### src/rtl/ternary_logic_unit.sv
// ternary_logic_unit
// Registered ternary ALU slice. Applies trit-wise OR(max), AND(min), NOT(2-a)
// and SUM(mod 3) to TRITS-wide words, or folds a burst of words with OR/AND.
// Trit codes: 00=0, 01=1, 10=2, 11=illegal (propagates as 11 and raises err).
//
// Ports:
//   clk, rst_n          clock (rising edge), async active-low reset
//   in_valid/in_ready   input handshake; in_last closes an accumulation burst
//   op                  000 OR, 001 AND, 010 NOT, 011 SUM, 100 ACC_OR,
//                       101 ACC_AND, 11x reserved
//   a, b                operands, trit i at bits [2i+1:2i]
//   out_valid/out_ready output handshake
//   y, err, cnt         result word, error flag, beats folded into y
//
// Accumulate FSM:
//   state   | meaning
//   IDLE    | no burst open; next beat is a trit op or the first ACC beat
//   ACCUM   | burst open; beats fold into acc_q with the latched op
module ternary_logic_unit #(
  parameter int TRITS   = 4,
  parameter int ACC_LEN = 4,
  parameter int CNT_W   = 3
) (
  input  logic                 clk,
  input  logic                 rst_n,
  input  logic                 in_valid,
  output logic                 in_ready,
  input  logic                 in_last,
  input  logic [2:0]           op,
  input  logic [2*TRITS-1:0]   a,
  input  logic [2*TRITS-1:0]   b,
  output logic                 out_valid,
  input  logic                 out_ready,
  output logic [2*TRITS-1:0]   y,
  output logic                 err,
  output logic [CNT_W-1:0]     cnt
);

  localparam logic [0:0] S_IDLE  = 1'b0;
  localparam logic [0:0] S_ACCUM = 1'b1;
  localparam logic [CNT_W-1:0] ACC_LEN_C = CNT_W'(ACC_LEN);

  logic [0:0]           state;
  logic [2*TRITS-1:0]   acc_q;
  logic                 acc_err_q;
  logic                 acc_and_q;
  logic [CNT_W-1:0]     cnt_int;

  logic                 xfer_in;
  logic                 xfer_out;
  logic                 beat_acc;
  logic                 emit_acc;
  logic [CNT_W-1:0]     new_cnt;
  logic [2*TRITS-1:0]   op_y;
  logic                 op_err;
  logic [2*TRITS-1:0]   fold_y;
  logic                 fold_err;
  logic [2:0]           t_op;
  logic [1:0]           t_fold;

  // Returns {err, trit} for a single-beat trit op.
  function automatic logic [2:0] trit_op(input logic [2:0] f, input logic [1:0] ta,
                                         input logic [1:0] tb);
    logic       uses_b;
    logic [2:0] s;
    uses_b = (f != 3'b010);
    s = {1'b0, ta} + {1'b0, tb};
    if (f[2:1] == 2'b11) return 3'b111;
    if (ta == 2'b11 || (uses_b && tb == 2'b11)) return 3'b111;
    case (f[1:0])
      2'b00:   return {1'b0, (ta > tb) ? ta : tb};
      2'b01:   return {1'b0, (ta < tb) ? ta : tb};
      2'b10:   return {1'b0, 2'd2 - ta};
      default: return {1'b0, (s >= 3'd3) ? 2'(s - 3'd3) : s[1:0]};
    endcase
  endfunction

  // An illegal code on either side is sticky: max/min must never clear it.
  function automatic logic [1:0] fold_trit(input logic and_mode, input logic [1:0] tc,
                                           input logic [1:0] ta);
    if (tc == 2'b11 || ta == 2'b11) return 2'b11;
    if (and_mode) return (tc < ta) ? tc : ta;
    return (tc > ta) ? tc : ta;
  endfunction

  assign in_ready = !out_valid || out_ready;
  assign xfer_in  = in_valid && in_ready;
  assign xfer_out = out_valid && out_ready;

  // In ACCUM the op input is ignored, so every beat belongs to the burst.
  assign beat_acc = (state == S_ACCUM) || (op[2:1] == 2'b10);
  assign new_cnt  = (state == S_ACCUM) ? cnt_int + CNT_W'(1) : CNT_W'(1);
  assign emit_acc = in_last || (new_cnt == ACC_LEN_C);

  always_comb begin
    op_y     = '0;
    op_err   = 1'b0;
    fold_y   = '0;
    fold_err = (state == S_ACCUM) ? acc_err_q : 1'b0;
    t_op     = '0;
    t_fold   = '0;
    for (int i = 0; i < TRITS; i++) begin
      t_op = trit_op(op, a[2*i +: 2], b[2*i +: 2]);
      op_y[2*i +: 2] = t_op[1:0];
      op_err = op_err | t_op[2];
      if (state == S_ACCUM) t_fold = fold_trit(acc_and_q, acc_q[2*i +: 2], a[2*i +: 2]);
      else                  t_fold = a[2*i +: 2];
      fold_y[2*i +: 2] = t_fold;
      if (a[2*i +: 2] == 2'b11) fold_err = 1'b1;
    end
  end

  always_ff @(posedge clk or negedge rst_n) begin
    if (!rst_n) begin
      state     <= S_IDLE;
      acc_q     <= '0;
      acc_err_q <= 1'b0;
      acc_and_q <= 1'b0;
      cnt_int   <= '0;
      out_valid <= 1'b0;
      y         <= '0;
      err       <= 1'b0;
      cnt       <= '0;
    end else if (xfer_in) begin
      if (beat_acc) begin
        acc_q     <= fold_y;
        acc_err_q <= fold_err;
        cnt_int   <= new_cnt;
        if (state == S_IDLE) acc_and_q <= op[0];
        if (emit_acc) begin
          state     <= S_IDLE;
          out_valid <= 1'b1;
          y         <= fold_y;
          err       <= fold_err;
          cnt       <= new_cnt;
        end else begin
          state <= S_ACCUM;
          if (xfer_out) out_valid <= 1'b0;
        end
      end else begin
        out_valid <= 1'b1;
        y         <= op_y;
        err       <= op_err;
        cnt       <= CNT_W'(1);
      end
    end else if (xfer_out) begin
      out_valid <= 1'b0;
    end
  end

endmodule

### config.mk
export PLATFORM = sky130hd
export DESIGN_NAME = ternary_logic_unit
export DESIGN_NICKNAME = d
export VERILOG_FILES = /design/src/rtl/ternary_logic_unit.sv
export SDC_FILE = /design/constraint.sdc
export NUM_CORES = 1
export LEC_CHECK = 0
export ABC_AREA = 1
export ABC_CLOCK_PERIOD_IN_PS = 1850
export CAP_MARGIN = 25
export CORE_MARGIN = 2
export CORE_UTILIZATION = 57
export CTS_BUF_LIST = sky130_fd_sc_hd__clkbuf_8
export CTS_CLUSTER_DIAMETER = 100
export CTS_CLUSTER_SIZE = 10
export DETAILED_ROUTE_END_ITERATION = 16
export DONT_BUFFER_PORTS = 1
export GPL_TIMING_DRIVEN = 0
export HOLD_SLACK_MARGIN = 0.15
export MAX_ROUTING_LAYER = met4
export PLACE_DENSITY = 0.72
export SLEW_MARGIN = 20
export SYNTH_ARGS = -nofsm -noshare
export SYNTH_HDL_FRONTEND = slang
export SYNTH_SLANG_ARGS = --single-unit
### constraint.sdc
create_clock -name clk -period 1.85 [get_ports clk]
set_input_delay 0.185 -clock clk [delete_from_list [all_inputs] [get_ports clk]]
set_output_delay 0.185 -clock clk [all_outputs]
set_load 0.005 [all_outputs]
Yosys cells after proc, flatten, opt, wreduce, memory -nomap -nowiden

Index checks and enable logic that the tools add are counted.

Bits of input ports: 24
Register bits after elaboration: 27
Output and inout port bits: 14
Word-level logic and storage cells: 187

Reductions and logical operators: 22
$lt $le $gt $ge: 20
Equal/unequal tests: 19
$add $sub $neg: 13
Multiplexer cells: 100
Bitwise logic cells: 4

Operator list:

| operator            | number |
|---|---|
| $mux 2              | 40 |
| $mux 3              | 16 |
| $mux 1              | 38 |
| $eq 2x2->1 const B  | 15 |
| $pmux 2 s3          | 4 |
| $gt 2x2->1          | 8 |
| $lt 2x2->1          | 8 |
| $mux 8              | 2 |
| $add 2x2->3         | 4 |
| $ge 3x2->1 const B  | 4 |
| $logic_or 1x1->1    | 11 |
| $sub 2x2->2 const A | 4 |
| $sub 2x2->2 const B | 4 |
| $logic_and 1x1->1   | 6 |
| $reduce_and 2->1    | 2 |
| $add 3x1->3 const B | 1 |
| $eq 3x3->1 const B  | 1 |
| $ne 3x2->1 const B  | 1 |
| $or 1x1->1          | 3 |
| $reduce_and 3->1    | 1 |
| $eq 2x1->1 const B  | 1 |
| $logic_not 2->1     | 1 |
| $ne 2x1->1 const B  | 1 |
| $logic_not 1->1     | 1 |
| $not 1->1           | 1 |

Depth between registers and ports, before layout

Gate-level depths: netlist of run 1.

Depth in word-level cells: 11
Depth in mapped cells: 15
Gate-level depth less buffers: 15

Least setup slack after synthesis of run 1

OpenSTA, ideal clock, no wires.

Path type: input to register
From: in a[0]
To: reg y[0]
Data arrival time: 1,705 ps
Required time: 1,734 ps
Buffers on the path: 0
Setup slack: 29 ps
Setup time: 116 ps
Stages on the path: 13
Cells stage by stage: ha_1 -> fa_1 -> ha_1 -> nor2_1 -> nand2_1 -> nand2_1 -> nor2_1 -> nor2_1 -> nand3_1 -> nand2_1 -> clkinv_1 -> nand2_1 -> nand2_1

Longest elaborated chain between the ends: 8

Ends and longest elaborated chain:

| element                                                             | RTL line | RTL |
|---|---|---|
| start, declared                                                     | 30       | `input logic [2*TRITS-1:0] a,` |
| parallel branches: the longest is 7 deep, another holds $add 2x2->3 | n/a      |  |
| $mux 8 *                                                            | 125      | `if (beat_acc) begin` |
| end signal, assigned                                                | 133      | `y <= fold_y;` |
| end signal, assigned                                                | 142      | `y <= op_y;` |
| end, declared                                                       | 34       | `output logic [2*TRITS-1:0] y,` |

Every way passes the cells marked *. The select of a mux whose other input is x is not followed.
A chain may end at the register's enable or synchronous reset.

Worst setup path in the final report of run 1

From: reg cnt_int[0]
To: reg y[3]

Longest elaborated chain between the ends: 6

Ends and longest elaborated chain:

| element                    | RTL line | RTL |
|---|---|---|
| start, declared            | 47       | `logic [CNT_W-1:0] cnt_int;` |
| start signal, assigned     | 128      | `cnt_int <= new_cnt;` |
| $add 3x1->3                | 92       | `assign new_cnt = (state == S_ACCUM) ? cnt_int + CNT_W'(1) : CNT_W'(1);` |
| $mux 3                     | 92       |  |
| $eq 3x3->1                 | 93       | `assign emit_acc = in_last \|\| (new_cnt == ACC_LEN_C);` |
| $logic_or 1x1->1           | 93       |  |
| $ne 2x1->1 (no line)       | n/a      |  |
| $reduce_and 2->1 (no line) | n/a      |  |

Every way passes these cells.

==> results of run 1 <==
cell usage after synthesis, types with 4 or more instances:
| cell | count |
|---|---|
| sky130_fd_sc_hd__a21oi_1 | 16 |
| sky130_fd_sc_hd__clkinv_1 | 5 |
| sky130_fd_sc_hd__dfrtp_1 | 27 |
| sky130_fd_sc_hd__fa_1 | 4 |
| sky130_fd_sc_hd__ha_1 | 45 |
| sky130_fd_sc_hd__inv_1 | 78 |
| sky130_fd_sc_hd__inv_2 | 4 |
| sky130_fd_sc_hd__nand2_1 | 153 |
| sky130_fd_sc_hd__nand3_1 | 42 |
| sky130_fd_sc_hd__nor2_1 | 33 |
| sky130_fd_sc_hd__o21ai_0 | 25 |
| sky130_fd_sc_hd__o21ai_1 | 5 |
layer usage:
metal  up-vias  part of all wire, %
li1       1504                    -
met1      1317                   44
met2        56                   50
met3        15                  3.5
met4         0                  2.5
met5         -                    0
cell type report:
class                   count  area share [%]
plain buffers               5            1.15
clock inverters             1           0.153
clock buffers               3            1.26
inverters                  88            10.3
flip-flops and latches     27            20.7
multi-input cells         349            60.8
well taps                  70            2.68
repair buffers             10            3.06
where the power goes:
part / leakage (nW) / switching (mW) / internal [mW]
logic: 1.52 / 1.02 / 0.610
clock network: 0.0255 / 0.187 / 0.151
registers: 0.326 / 0.210 / 0.844
stage by stage:
step,instance area (um^2),util (%),power (mW)
detailed placement,3120,61.0,2.64
CTS,3230,63.3,3.01
finish,3270,64.0,3.02
floorplan,3030,-,2.28
global route,3270,64.0,3.41
global placement,3120,61.0,2.57
repair_timing:
| item | CTS | global route |
|---|---|---|
| setup buffers | 0 | 4 |
| endpoints found under the hold margin | 31 | 0 |
| hold buffers | 6 | 0 |
| setup endpoints to repair | 0 | 4 |
| gates resized for setup | 0 | 3 |
kinds of logic after synthesis:
family	Yosys count
and+or+nand+nor	239
adders and majority gates	49
DFF	27
buffers and inverters	93
AOI/OAI and AO/OA	61
state kept, by name (all words and copies together) (netlist names):
name       cells
cnt_int        3
acc_err_q      1
cnt            3
acc_and_q      1
y              8
acc_q          8
err            1
state          1
out_valid      1
worst max-delay path, delay by kind of cell, from the launching register on:
family                   cells  cell delay, ps
flip-flops                   1             420
adder cells (fa/ha/maj)      1             220
buffers and inverters        2             290
AND/OR/NAND/NOR              6             720
worst paths after layout:
path	slack (ps)	end	cells past startpoint	start
max	140	y[3]$_DFFE_PN0P_	9	cnt_int[0]$_DFFE_PN0P_
min	150	cnt[2]$_DFFE_PN0P_	3	in_valid
max reg2reg	140	y[3]$_DFFE_PN0P_	9	cnt_int[0]$_DFFE_PN0P_
min reg2reg	490	acc_err_q$_DFFE_PN0P_	2	acc_err_q$_DFFE_PN0P_
max in group asynchronous	1360	acc_q[5]$_DFFE_PN0P_	2	rst_n
min in group asynchronous	340	cnt[1]$_DFFE_PN0P_	2	rst_n
==> impl_metrics.yaml, run 1 <==
outcome:
  status: "completed"
finish:
  layout.cells.most_common: "sky130_fd_sc_hd__nand2_1"
  area.sequential_um2: 676
  multi_input_comb_area_um2: 1990
  areaGrowthSynthToFinish_pct: 7.98
  final_cells: 553
  count_of_filler_cells_inserted_in_the_layout: 515
  layout-drive-gt1-share_pct: 6.21
  antennaDiodeCount: 0
  numnets_final: 557
  final_cell_mix: "sky130_fd_sc_hd__nand2_1 (153), sky130_fd_sc_hd__inv_1 (78), sky130_fd_sc_hd__ha_1 (45), sky130_fd_sc_hd__nand3_1 (42), sky130_fd_sc_hd__nor2_1 (30)"
setup_path:
  timing.critical_path.required_ps: 2070
  crit_path_cell_trace: "ha_1 > or2_2 > nand4_1 > nand2_2 > nand3_4 > buf_4 > buf_6 > nand2_1 > nand2_1"
  critPathMaxStageDelay_ps: 420
  crit_slowest_cell: "sky130_fd_sc_hd__dfrtp_1"
  end_kind: "flip-flop"
  setup.worst_path.class: "flip-flop to flip-flop"
  worstSetupStartpointType: "flip-flop"
  worst_path_most_repeated_cell: "sky130_fd_sc_hd__nand2_1"
  critical_path_arrival_ps: 1930
  timing.critical_path.fanout_max: 10
yosys:
  most_frequently_used_flop_master_after_synthesis: "sky130_fd_sc_hd__dfrtp_1"
  yosysWarningCount: 0
  postSynthNetCount: 542
  synth_top_cell_by_area: "sky130_fd_sc_hd__dfrtp_1"
  complex_gate_fraction_of_the_synthesized_area_pct: 11.5
  syn_area_um2: 3030
  share_of_the_yosys_chip_area_belonging_to_registers_pct: 22.3
  asyncSetResetFlopFracSynth_pct: 100
  edff_count_synth: 0
  postSynthCellCount: 469
  synth_xor_xnor_area_share_pct: 0
  synth.ff_latch_count: 27
  synth-adder-area-share_pct: 21.2
  synth.distinct_cells: 31
  post_synth.cell_area_avg_um2: 6.46
  dominant_combinational_cell_family_by_area_after_synthesis: "simple AND/OR/NAND/NOR gates"
  synth.top_cells.by_area: "sky130_fd_sc_hd__dfrtp_1 (22%), sky130_fd_sc_hd__nand2_1 (19%), sky130_fd_sc_hd__ha_1 (19%)"
  yosys.area.top_type_share_pct: 22.3
  yosys.area_share.simple_pct: 32.6
  muxShareOfSynthArea_pct: 0
global_route:
  number_of_antenna_violations_at_the_first_check_in_global_routing: 0
  grtUsageMet2_pct: 47.5
  grt_pass1_vias: 2931
  grtUsageMet3_pct: 3.41
  use_met1_pct: 32.1
  peak_usage_layer_in_the_global_routing_report: "met2"
  grt_usage_pct: 27.1
  grt_overflow: 0
  largest_net_degree_at_the_start_of_global_routing: 28
  grt_first_pass_wirelength_mm: 12.7
sta:
  skew_ps: 2.88
  finalSetupTns_ps: 0
  finalHoldViolations: 0
  post-route-worst-setup-slack_ps: 144
  worst-slew-pin-transition_ps: 302
  hold_ws_ps: 152
  final_period_minus_worst_setup_slack_ps: 1710
  slew-limit-headroom_pct: 79.7
  upper_clock_frequency_limit_ghz: 0.586
  period_utilization_pct: 92.2
  setup_viol: 0
  timing_max_transition_violations_final: 0
floorplan:
  fp-row-count: 26
  dieArea_um2: 5910
  pin_count: 38
  die_width_um: 76.9
  floorplan.initialDensity_pct: 59.3
  die_h_um: 76.9
  floorplan.core_area_um2: 5110
detailed_routing:
  route.detailed.drc: 0
  detail_route.wl_per_cell_um: 12.9
  first_pass_detailed_route_iteration_total: 4
  wl_mm: 7.14
  detail-route-antenna-nets: 0
  drtIter0Drc: 115
  drt_via_density: 5.23
  dr_total_vias: 2892
place:
  routabilityCongestion: 0.877
  portBuffers: 0
  dp_slack_ps: -169
  place_inst: 539
  detailedPlacementHpwl_mm: 5.81
clocking:
  clock_insertion_delay_worst_skew_ps: 280
  cts_sinks: 27
  number_of_h_tree_levels: 1
  cts_buffers: 3
  cts_tree: "done"
  clk_root_buf: "sky130_fd_sc_hd__clkbuf_8"
  clock_tree.buffer_depth: 2
  cts.clk_slew.worst_paths_ps: 90
worst_hold_path:
  hold_path.class: "input port to flip-flop"
pwr:
  powerDensity_nw_per_um2: 924
  vdd_ir_drop_max_v: 0.000774
  power_leakage_nw: 1.87
flow_run:
  timing.max_cap.violations: 0
Power figures use the tool's default switching activity.
==> run 2: changes to the inputs <==
Settings changed: SKIP_CTS_REPAIR_TIMING set to 1, SLEW_MARGIN 20 to unset.
==> run 2 against run 1 <==
  * Combinational power hardly changed
  * Critical endpoint unchanged
  * Sequential power hardly changed
  * Setup slack worse by 2.4 ps
  * Highest routed layer unchanged
  * Wire length is 0.21% lower
==> impl_metrics.yaml, run 2 (same netlist as run 1, synthesis figures left out) <==
setup_path:
  setup.worst_path.class: "flip-flop to flip-flop"
  worst_path_most_repeated_cell: "sky130_fd_sc_hd__nand2_1"
  end_kind: "flip-flop"
  worstSetupStartpointType: "flip-flop"
  crit_path_cell_trace: "ha_1 > or2_2 > nand4_1 > nand2_2 > nand3_4 > buf_4 > buf_6 > nand2_1 > nand2_1"
  timing.critical_path.required_ps: 2070
  r2r_start: "cnt_int[0]$_DFFE_PN0P_"
  timing.critical_path.fanout_max: 10
  critical_path_arrival_ps: 1930
  critPathMaxStageDelay_ps: 420
  worst_setup_path_startpoint: "cnt_int[0]$_DFFE_PN0P_"
  crit_slowest_cell: "sky130_fd_sc_hd__dfrtp_1"
global_route:
  grt_first_pass_wirelength_mm: 12.6
  grt_pass1_vias: 2914
  grt_usage_pct: 26.9
  number_of_antenna_violations_at_the_first_check_in_global_routing: 0
  largest_net_degree_at_the_start_of_global_routing: 28
  grt_overflow: 0
place:
  routabilityCongestion: 0.877
  detailedPlacementHpwl_mm: 5.81
  place_inst: 539
  portBuffers: 0
  placedInstanceArea_um2: 3120
  dp_slack_ps: -169
sta:
  upper_clock_frequency_limit_ghz: 0.585
  worst-slew-pin-transition_ps: 302
  post-route-worst-setup-slack_ps: 141
  final_period_minus_worst_setup_slack_ps: 1710
  finalHoldViolations: 0
  slew-limit-headroom_pct: 79.7
  period_utilization_pct: 92.4
  setup_viol: 0
  timing_max_transition_violations_final: 0
  skew_ps: 2.10
detailed_routing:
  detail_route.wl_per_cell_um: 13.0
  detail-route-antenna-nets: 0
  dr_total_vias: 2874
  routed_wire_length_on_met2_mm: 3.53
  wl_mm: 7.13
  drt-met1-wl_mm: 3.17
  drtIter0Drc: 126
  maxUsedRoutingLayer: "met4"
  first_pass_detailed_route_iteration_total: 5
  met3_length_um: 254
  drt_via_density: 5.23
  route.detailed.drc: 0
finish:
  numnets_final: 554
  layout-drive-gt1-share_pct: 6.25
  areaGrowthSynthToFinish_pct: 6.98
  reg.largest.list: "acc_q x8, y x8"
  final_cell_mix: "sky130_fd_sc_hd__nand2_1 (153), sky130_fd_sc_hd__inv_1 (78), sky130_fd_sc_hd__ha_1 (45), sky130_fd_sc_hd__nand3_1 (42), sky130_fd_sc_hd__nor2_1 (30)"
  fin_util_pct: 63.4
  layout.cells.most_common: "sky130_fd_sc_hd__nand2_1"
  final_cell_area_um2: 3240
  antennaDiodeCount: 0
  final_cells: 550
pwr:
  power_leakage_nw: 1.86
  switching_share_pct: 46.8
  powerDensity_nw_per_um2: 930
  combPwrFrac_pct: 53.8
  vdd_ir_drop_max_v: 0.000771
  pwr-share-seq_pct: 35.0
  p_sw_mw: 1.41
  p_int_mw: 1.60
  final_total_power_mw: 3.01
  p_clk_share_pct: 11.2
clocking:
  cts_sinks: 27
  clock_insertion_delay_worst_skew_ps: 280
  number_of_h_tree_levels: 1
  cts_tree: "done"
  clk_root_buf: "sky130_fd_sc_hd__clkbuf_8"
  clock_tree.buffer_depth: 2
  cts_buffers: 3
  cts.clk_slew.worst_paths_ps: 90
outcome:
  status: "completed"
floorplan:
  dieArea_um2: 5910
  floorplan.initialDensity_pct: 59.3
  pin_count: 38
  floorplan.core_area_um2: 5110
  fp-row-count: 26
  die_width_um: 76.9
  die_h_um: 76.9
flow_run:
  timing.max_cap.violations: 0
worst_hold_path:
  timing.hold.worst.start: "op[0]"
  hold_path.class: "input port to flip-flop"
[run 2: cell count changes in the layout (fill, tap and decap cells not counted)]
cell,previous run,this run
sky130_fd_sc_hd__dlygate4sd3_1,5,2
[run 2: final cells by class]
| class | instances | area (um^2) |
|---|---|---|
| repair buffers | 7 | 70.1 |
| plain buffers | 5 | 37.5 |
| inverters | 88 | 335 |
| clock buffers | 3 | 41.3 |
| fillers | 516 | 1870 |
| clock inverters | 1 | 5.00 |
| multi-input cells | 349 | 1990 |
| flip-flops and latches | 27 | 676 |
| well taps | 70 | 87.6 |
[run 2: worst paths after layout]
kind | to | slack, ps | depth (start not counted)
worst max-delay path | y[3]$_DFFE_PN0P_ | 140 | 9
worst min-delay path | acc_and_q$_DFFE_PN0P_ | 130 | 2
worst max register to register | y[3]$_DFFE_PN0P_ | 140 | 9
worst min register to register | acc_err_q$_DFFE_PN0P_ | 500 | 2
max in group asynchronous | y[6]$_DFFE_PN0P_ | 1360 | 2
min in group asynchronous | y[0]$_DFFE_PN0P_ | 340 | 2
[run 2: layer usage]
layer | GRT usage, % | vias to the layer above
li1 | - | 1497
met1 | 31.6 | 1311
met2 | 47.5 | 52
met3 | 3.41 | 14
met4 | 9.09 | 0
met5 | - | -
[run 2: critical path: cells and delay by family (launching register included)]
| family | cells | cell delay, ps |
|---|---|---|
| AND/OR/NAND/NOR | 6 | 720 |
| flip-flops | 1 | 420 |
| buffers and inverters | 2 | 290 |
| adder cells (fa/ha/maj) | 1 | 220 |
[run 2: power by group through the flow]
| stage | Clock (mW) | Sequential (mW) | Combinational (mW) |
|---|---|---|---|
| finish | 0.337 | 1.05 | 1.62 |
| global route | 0.362 | 1.09 | 1.95 |
| CTS | 0.344 | 1.06 | 1.58 |
| detailed placement | 0 | 1.07 | 1.57 |
| global placement | 0 | 1.06 | 1.51 |
| floorplan | 0 | 1.01 | 1.27 |
[run 2: through the flow]
stage	TNS, ps	hold WS, ps
6_report	0	130
5_1_grt	-2.00	153
4_1_cts	0	-419
3_5_place_dp	-609	-110
3_3_place_gp	-348	-110
2_1_floorplan	0	-111
